### src/rtl/div_pkg.sv
// Shared encodings and default constants for the divide-by-zero result writer.
package div_pkg;

   // Program selector encodings on ProgState
   localparam logic [1:0] PS_IDLE = 2'b00;
   localparam logic [1:0] PS_P1   = 2'b01;
   localparam logic [1:0] PS_P2   = 2'b10;
   localparam logic [1:0] PS_P3   = 2'b11;

   typedef enum logic [1:0] {
      IDLE  = 2'b00,
      WRITE = 2'b01,
      HALT  = 2'b10
   } state_t;

   // Default result-area layout and saturation byte
   localparam int unsigned ADDR_W_D  = 8;
   localparam logic [7:0]  P1_BASE_D = 8'h04;
   localparam int unsigned P1_LEN_D  = 3;
   localparam logic [7:0]  P2_BASE_D = 8'h08;
   localparam int unsigned P2_LEN_D  = 2;
   localparam logic [7:0]  SAT_VAL_D = 8'hFF;

   // Program 1 divides by a 16-bit value, program 2 by the high byte only;
   // the other program states never raise a divide-by-zero.
   function automatic logic div_is_zero(input logic [1:0] ps,
                                        input logic [7:0] msb,
                                        input logic [7:0] lsb);
      logic z;
      z = 1'b0;
      if (ps == PS_P1)
         z = ({msb, lsb} == 16'h0000);
      else if (ps == PS_P2)
         z = (msb == 8'h00);
      return z;
   endfunction

endpackage

### src/rtl/div0_result_writer.sv
// Divide-by-zero responder: on a zero divisor at the program's check point,
// writes saturated bytes into the result area through the shared write port,
// flags the exception and holds the core halted until the next program load.
//
// state | meaning
// IDLE  | waiting for a zero-check pulse with a zero divisor
// WRITE | requesting the write port, one byte per granted cycle
// HALT  | result written; exception flagged, core stalled until ProgState==00
module div0_result_writer
   import div_pkg::*;
#(
   parameter int unsigned        ADDR_W  = ADDR_W_D,
   parameter logic [ADDR_W-1:0]  P1_BASE = P1_BASE_D,
   parameter int unsigned        P1_LEN  = P1_LEN_D,
   parameter logic [ADDR_W-1:0]  P2_BASE = P2_BASE_D,
   parameter int unsigned        P2_LEN  = P2_LEN_D,
   parameter logic [7:0]         SAT_VAL = SAT_VAL_D
) (
   input  logic              CLK,
   input  logic              RST_N,
   input  logic [1:0]        ProgState,
   input  logic              DivCheck,
   input  logic [7:0]        DivisorMsb,
   input  logic [7:0]        DivisorLsb,
   input  logic              MemGnt,
   output logic              MemReq,
   output logic [ADDR_W-1:0] MemAddr,
   output logic [7:0]        MemData,
   output logic              MemWen,
   output logic              ExcFlag,
   output logic [1:0]        ExcCause,
   output logic              Halt,
   output logic [7:0]        ExcCount
);

   state_t     state;
   logic [7:0] byte_cnt;
   logic       zero_hit;

   // Zero test only counts when the pulse arrives for a dividing program
   always_comb begin
      zero_hit = DivCheck & div_is_zero(ProgState, DivisorMsb, DivisorLsb);
   end

   // The write strobe is the only unregistered output so the grant lands same cycle
   assign MemWen = MemReq & MemGnt;

   // Sequencer, address/byte counters and exception bookkeeping
   always_ff @(posedge CLK or negedge RST_N) begin
      if (!RST_N) begin
         state    <= IDLE;
         MemReq   <= 1'b0;
         MemAddr  <= '0;
         MemData  <= 8'h00;
         ExcFlag  <= 1'b0;
         ExcCause <= PS_IDLE;
         Halt     <= 1'b0;
         ExcCount <= 8'h00;
         byte_cnt <= 8'h00;
      end else begin
         case (state)
            IDLE: begin
               if (zero_hit) begin
                  state    <= WRITE;
                  MemReq   <= 1'b1;
                  MemData  <= SAT_VAL;
                  ExcFlag  <= 1'b1;
                  ExcCause <= ProgState;
                  Halt     <= 1'b1;
                  if (ExcCount != 8'hFF)
                     ExcCount <= ExcCount + 8'd1;
                  // Base/length are captured here; MemAddr and byte_cnt carry them
                  if (ProgState == PS_P1) begin
                     MemAddr  <= P1_BASE;
                     byte_cnt <= 8'(P1_LEN);
                  end else begin
                     MemAddr  <= P2_BASE;
                     byte_cnt <= 8'(P2_LEN);
                  end
               end
            end
            WRITE: begin
               if (ProgState == PS_IDLE) begin
                  // Program reload aborts; bytes already granted stay in memory
                  state    <= IDLE;
                  MemReq   <= 1'b0;
                  ExcFlag  <= 1'b0;
                  ExcCause <= PS_IDLE;
                  Halt     <= 1'b0;
                  byte_cnt <= 8'h00;
               end else if (MemGnt) begin
                  MemAddr  <= MemAddr + 1'b1;
                  byte_cnt <= byte_cnt - 8'd1;
                  if (byte_cnt == 8'd1) begin
                     state  <= HALT;
                     MemReq <= 1'b0;
                  end
               end
            end
            HALT: begin
               if (ProgState == PS_IDLE) begin
                  state    <= IDLE;
                  ExcFlag  <= 1'b0;
                  ExcCause <= PS_IDLE;
                  Halt     <= 1'b0;
               end
            end
            default: begin
               state  <= IDLE;
               MemReq <= 1'b0;
               Halt   <= 1'b0;
            end
         endcase
      end
   end

endmodule

### config.mk
export PLATFORM = sky130hd
export DESIGN_NAME = div0_result_writer
export DESIGN_NICKNAME = d
export VERILOG_FILES = /design/src/rtl/div_pkg.sv /design/src/rtl/div0_result_writer.sv
export SDC_FILE = /design/constraint.sdc
export NUM_CORES = 1
export LEC_CHECK = 0
export CORE_MARGIN = 4
export CORE_UTILIZATION = 50
export CTS_BUF_LIST = sky130_fd_sc_hd__clkbuf_8
export DETAILED_ROUTE_END_ITERATION = 10
export GPL_TIMING_DRIVEN = 0
export PLACE_DENSITY_LB_ADDON = 0.15
export SETUP_SLACK_MARGIN = 0.15
export SLEW_MARGIN = 20
export SYNTH_ARGS = -nofsm -noshare
export SYNTH_HDL_FRONTEND = slang
export SYNTH_SLANG_ARGS = --single-unit
### constraint.sdc
create_clock -name CLK -period 2.2 [get_ports CLK]
set_input_delay 0.55 -clock CLK [delete_from_list [all_inputs] [get_ports CLK]]
set_output_delay 0.55 -clock CLK [all_outputs]
set_load 0.005 [all_outputs]
==> metrics.txt, run 1 <==
#FFs+latches synth=32; main combinational cell family by area after synthesis=simple AND/OR/NAND/NOR gates; period utilization=just over 90%; total power=2.79 mW; # DRC=0; adder-cell area share of the yosys netlist=approximately 4.5%; IO Port Bufs=between 40 and 50; Inst Count DP=approximately 310; CTS Buf Count=5; Die Wd=approximately 70 um; vias in the first global route=1869; Syn Nets=~240; critical path's slowest cell=a221o_1; share of synthesized area spent on multiplexers=2.45%; Root Driver=clkbuf_8; commonest non-fill, non-tap cell in the layout=clkdlybuf4s50_1; share of layout cells above drive strength 1=a little under a fifth; Detail Route Antenna Nets=0; Clk pwr share=about 23%; largest net degree at the start of global routing=23; worst min path class=primary input to async pin; Fin. Hold Viols=0; Post-synth EDFFs=0; grt ovf=0; Met1 Wirelength=between 2000 and 2500 um; Synth Area in Compound Gates=between 20% and 30%; Clock Pin Slew Worst Setup and Hold Paths=approximately 70 ps; hold_buf cts=0; Syn Area/Cell=between 9 and 10 um2; mapped cell area=1940 um2; first-pass GRT wire length=about 9000 um; Pint=between 1.5 and 2 mW; Top Metal Used=met4; crit path max fanout=7; Routed WL=5360 um; die footprint=slightly below 5000 um2; met3 WL=between 300 and 400 um; DRT iter0 DRCs=about 160; Ports=52; Reg power frac=between 30% and 40%; relative slew slack=71.7%; utilization after layout=about three quarters; kind of critical path=primary input to flop; P_leak=approximately 1.2 nW; routed vias=around 1.9k; crit path cell chain=dlygate4sd2_1 -> nor4_2 -> and4b_2 -> buf_4 -> a21o_4 -> nand2_1 -> a221o_1; # rows=22; CP startpoint=DivisorMsb[7]; Pre-Repair DR Iteration Count=4; critical path startpoint category=primary input; nets@finish=around 310; vias per cell=5.85; ys async rst share=between 90% and 100%; CTS max path bufs=2; XOR/XNOR Fraction of Synth Area=under 10%; status=complete, no violations; Core Region=between 3000 and 4000 um2; P_sw=1.09 mW; sequential-to-total area share from yosys stat=41.2%; maximum vdd drop=approximately 0.00069 V; Gate power share=47.0%; final setup fails=0; fmax=between 0.4 and 0.5 GHz; Simple-Gate Fraction of Synth Area=between 20% and 30%; power per standard cell area=around 1000 nW/um2; Post-Syn Instances=roughly 210; CP required=approximately 2400 ps; fillers=between 200 and 300; Netlist cell types=52; Switching Share=slightly below 40%; H-tree level count=2; TritonCTS clock tree=yes; metal2 WL=~2600 um; Slew Limit Fails=0; initial antenna violation count=0; diode count=0; Final Critical Period=about 2000 ps; CTS Sinks=32; setup TNS=0 ps; Layout area overhead=41.9%; Slew @ Worst Pin=roughly 420 ps; Non-Filler Instances=between 300 and 400; clk_skew=around 5.9 ps; RePlAce Congestion=0.783; Skew-Pair Late Insertion Delay=between 200 and 300 ps; Starting Density=52.3%; Most used DFF post-synth=dfrtp_1; pre-CTS setup slack=-438 ps; total track usage=between 20 and 25%; CP peak stage delay=around 360 ps; Setup crit end kind=flop; Max-cap violations=0; chip height=about 70 um; setup repair after global routing missed its margin=false; Avg WL per Cell=approximately 16 um; Final HPWL DP=between 3000 and 4000 um; crit path DAT=about 2200 ps; most frequent cells in the layout=clkdlybuf4s50_1, dfrtp_1, nand2_1, nor2_1, buf_4; R2R Path Start=state[1]; Synth warnings=0; worst setup margin=186 ps
==> logic make-up after synthesis <==
group,count (synthesis)
buf+inv,23
flops,32
mux,4
fa+ha+maj,7
simple gates,82
compound gates,60
xor+xnor,5
==> repair_timing <==
item                                    4_1_cts  5_1_grt
gates resized for setup                      23       11
endpoints found under the setup margin       25       15
pin swaps                                     8        7
buffers inserted                              6        2
==> routing by layer <==
| layer | up-vias | global-route usage (%) |
|---|---|---|
| li1 | 899 | - |
| met4 | 0 | 7.87 |
| met1 | 926 | 29.8 |
| met2 | 74 | 35.7 |
| met5 | - | 0 |
| met3 | 9 | 5.18 |
==> worst paths after layout <==
check	slack [ps]	end	cells after the start
worst max-delay path	190	MemAddr[1]	7
worst min-delay path	150	MemAddr[3]	1
worst max register to register	300	MemAddr[2]	7
worst min register to register	490	Halt	1
max in group asynchronous	1640	MemAddr[0]	2
min in group CLK	490	Halt	1
==> area by class of cell <==
type / instances / area (um2) / share of cell area, %
clock buffers: 7 / 96.3 / 3.50
repair buffers: 58 / 562 / 20.4
multi-input cells: 158 / 1080 / 39.2
inverters: 8 / 30.0 / 1.09
clock inverters: 1 / 30.0 / 1.09
flip-flops and latches: 32 / 801 / 29.1
well taps: 48 / 60.1 / 2.18
plain buffers: 14 / 96.3 / 3.50
==> power groups by stage <==
stage | Combinational, mW | Sequential, mW | Clock (mW)
detailed placement | 1.20 | 0.859 | 0
finish | 1.31 | 0.852 | 0.627
floorplan | 0.793 | 0.838 | 0
global route | 1.43 | 0.875 | 0.668
CTS | 1.28 | 0.850 | 0.632
global placement | 1.18 | 0.856 | 0
==> synthesized netlist by cell type, drive strengths merged, types with 2 or more instances <==
cell type  number  area (um2)
o21ai          17        85.1
nand2          18        67.6
nand3          10        62.6
o41ai           3        26.3
nor4            6        37.5
nor2           18        67.6
dfrtp          32         801
nand2b          4        25.0
nor3b           3        22.5
mux2            3        37.5
nor2b           4        27.5
and2            3        18.8
o31ai           5        37.5
a211oi          2        15.0
a21boi          2        15.0
buf            11        75.1
inv             8        30.0
ha              7        87.6
a21o            3        22.5
a31oi           3        18.8
a21oi           9        48.8
a2bb2oi         2        17.5
nor3            5        25.0
clkbuf          4        15.0
o22ai           2        12.5
nand4           2        12.5
a31o            3        26.3
or2             2        12.5
xor2            4        35.0
==> worst max-delay path, delay by kind of cell <==
kind / cells / cell delay, ps
compound gates: 2 / 530
buf+inv: 2 / 390
simple gates: 3 / 710
==> stage by stage <==
stage	instance area, um2	hold slack (ps)
after global routing	2760	162
after CTS	2720	155
after detailed placement	2520	464
after global placement	2490	479
after floorplan	1940	254
final	2760	152
==> sequential cells by signal, summed over array words and instances (netlist names) <==
name,cells
Halt,1
MemAddr,8
MemReq,1
ExcCount,8
state,2
ExcCause,2
ExcFlag,1
byte_cnt,8
MemData,1
No activity file was read; power rests on OpenSTA's default activity.
==> run 2: changes to the inputs <==
CORE_MARGIN = 2   (was 4)
==> run 2 against run 1 <==
Setup slack better by 40 ps. Fmax rose by 2.0%. Critical endpoint is now ExcCount[6]. Routed wire length fell by 6.3%. Worst hold slack gained 9.9 ps. Combinational power about the same. Global-route usage is 2.5 points higher. First-iteration DRC count shrank 34%. Via count decreased by 0.68%. Utilization increased by 0.49 points. Final cell count is 0.61% higher. Total power shrank 1.5%. Cell area hardly changed.
==> metrics.txt, run 2 (synthesis results as in run 1) <==
status=complete, no violations (unchanged); maximum vdd drop=0.000916 V (was 0.000685 V); clk_skew=8.64 ps (was 5.90 ps); placed instance area=2520 um2 (unchanged); CP required=2380 ps (was 2360 ps); Pre-Repair DR Iteration Count=5 (was 4); Final Critical Period=1970 ps (was 2010 ps); utilization after layout=74.7% (was 74.2%); share of layout cells above drive strength 1=20.0% (was 18.3%); kind of critical path=primary input to flop (unchanged); IO Port Bufs=49 (unchanged); Clock Pin Slew Worst Setup and Hold Paths=70 ps (about the same); grt ovf=0 (unchanged); commonest non-fill, non-tap cell in the layout=clkdlybuf4s50_1 (unchanged); worst min path class=primary input to async pin (unchanged); Slew Limit Fails=0 (unchanged); fmax=0.507 GHz (was 0.497 GHz); CTS max path bufs=2 (unchanged); most frequent cells in the layout=clkdlybuf4s50_1, dfrtp_1, buf_4 (was clkdlybuf4s50_1, dfrtp_1, nand2_1, nor2_1, buf_4); worst hold slack=161 ps (was 152 ps); Non-Filler Instances=328 (was 326); fillers=301 (was 293); Ports=52 (unchanged); P_leak=1.25 nW (was 1.24 nW); TritonCTS clock tree=yes (unchanged); crit path DAT=2150 ps (was 2180 ps); final setup fails=0 (unchanged); CP peak stage delay=390 ps (was 360 ps); Max-cap violations=0 (unchanged); Core Region=3690 um2 (was 3720 um2); Slew @ Worst Pin=418 ps (was 423 ps); power per standard cell area=998 nW/um2 (was 1010 nW/um2); Root Driver=clkbuf_8 (unchanged); Reg area=802 um2 (was 801 um2); first-pass GRT wire length=8350 um (was 8960 um); H-tree level count=2 (unchanged); CTS Buf Count=5 (unchanged); Skew-Pair Late Insertion Delay=290 ps (was 280 ps); Inst Count DP=311 (unchanged); routed vias=1895 (was 1908); Starting Density=52.7% (was 52.3%); multi-input logic area=1080 um2 (about the same); period utilization=89.7% (was 91.5%); setup repair after global routing missed its margin=false (unchanged); chip height=66.3 um (was 70.3 um); relative slew slack=72.0% (was 71.7%); total track usage=24.9% (was 22.4%); Detail Route Antenna Nets=0 (unchanged); flop2flop setup slack=300 ps (about the same); Die Wd=66.3 um (was 70.3 um); final instance area=2750 um2 (was 2760 um2); diode count=0 (unchanged); Avg WL per Cell=15.3 um (was 16.4 um); Largest regs=ExcCount: 8 flops, MemAddr: 8 flops, byte_cnt: 8 flops (unchanged); crit path cell chain=dlygate4sd2_1 -> nor4_2 -> and4b_2 -> nand3_4 -> or3_4 -> mux2_4 (was dlygate4sd2_1 -> nor4_2 -> and4b_2 -> buf_4 -> a21o_4 -> nand2_1 -> a221o_1); critical path startpoint category=primary input (unchanged); # DRC=0 (unchanged); RePlAce Congestion=0.790 (was 0.783); vias per cell=5.78 (was 5.85); # rows=22 (unchanged); Final HPWL DP=3550 um (was 3660 um); Setup crit end kind=flop (unchanged); die footprint=4400 um2 (was 4950 um2); Routed WL=5020 um (was 5360 um); nets@finish=308 (was 306); vias in the first global route=1746 (was 1869); crit path max fanout=6 (was 7); initial antenna violation count=0 (unchanged); Layout area overhead=41.7% (was 41.9%); Fin. Hold Viols=0 (unchanged); critical path's slowest cell=or3_4 (was a221o_1); DRT iter0 DRCs=104 (was 158); largest net degree at the start of global routing=20 (was 23); CTS Sinks=32 (unchanged)
[run 2: per-layer routing]
metal | share of wire, % | global-route usage (%) | wire, um
met5 | 0 | 0 | 0
met1 | 45 | 34.8 | 2280
met4 | 2.0 | 9.95 | 101
met3 | 6.6 | 5.11 | 334
met2 | 46 | 37.6 | 2300
[run 2: worst paths after layout]
check                         endpoint          start  cells past startpoint
max                        ExcCount[6]  DivisorMsb[5]                      6
min                        byte_cnt[3]          RST_N                      1
max reg2reg                     MemReq       state[1]                      7
min reg2reg                       Halt           Halt                      1
max in group asynchronous   MemData[0]          RST_N                      2
min in group CLK                  Halt           Halt                      1
[run 2: worst max-delay path, delay by kind of cell]
kind          cells  cell delay [ps]
buf+inv           1              240
mux               1              300
simple gates      4             1080
[run 2: layout make-up]
class	count	area share (%)
plain buffers	14	3.63
inverters	8	1.09
multi-input cells	158	39.1
repair buffers	60	20.9
clock inverters	3	1.41
well taps	48	2.18
flip-flops and latches	32	29.1
clock buffers	5	2.50
[run 2: stage by stage]
| step | setup TNS (ps) | total power, mW | setup WS (ps) |
|---|---|---|---|
| final | 0 | 2.75 | 226 |
| after global routing | 0 | 2.93 | 150 |
| after CTS | 0 | 2.71 | 164 |
| after detailed placement | -8290 | 2.06 | -508 |
| after global placement | -10170 | 2.03 | -440 |
| after floorplan | 0 | 1.63 | 215 |
[run 2: timing repair]
item,4_1_cts,5_1_grt
gates resized for setup,24,17
endpoints found under the setup margin,26,18
cloned,0,0
pin swaps,9,9
hold buffers,0,0
setup buffers,9,1
[run 2: report_power, final]
group          internal, mW  switching, mW
Sequential            0.724          0.132
Combinational         0.597          0.738
Clock                 0.331          0.226
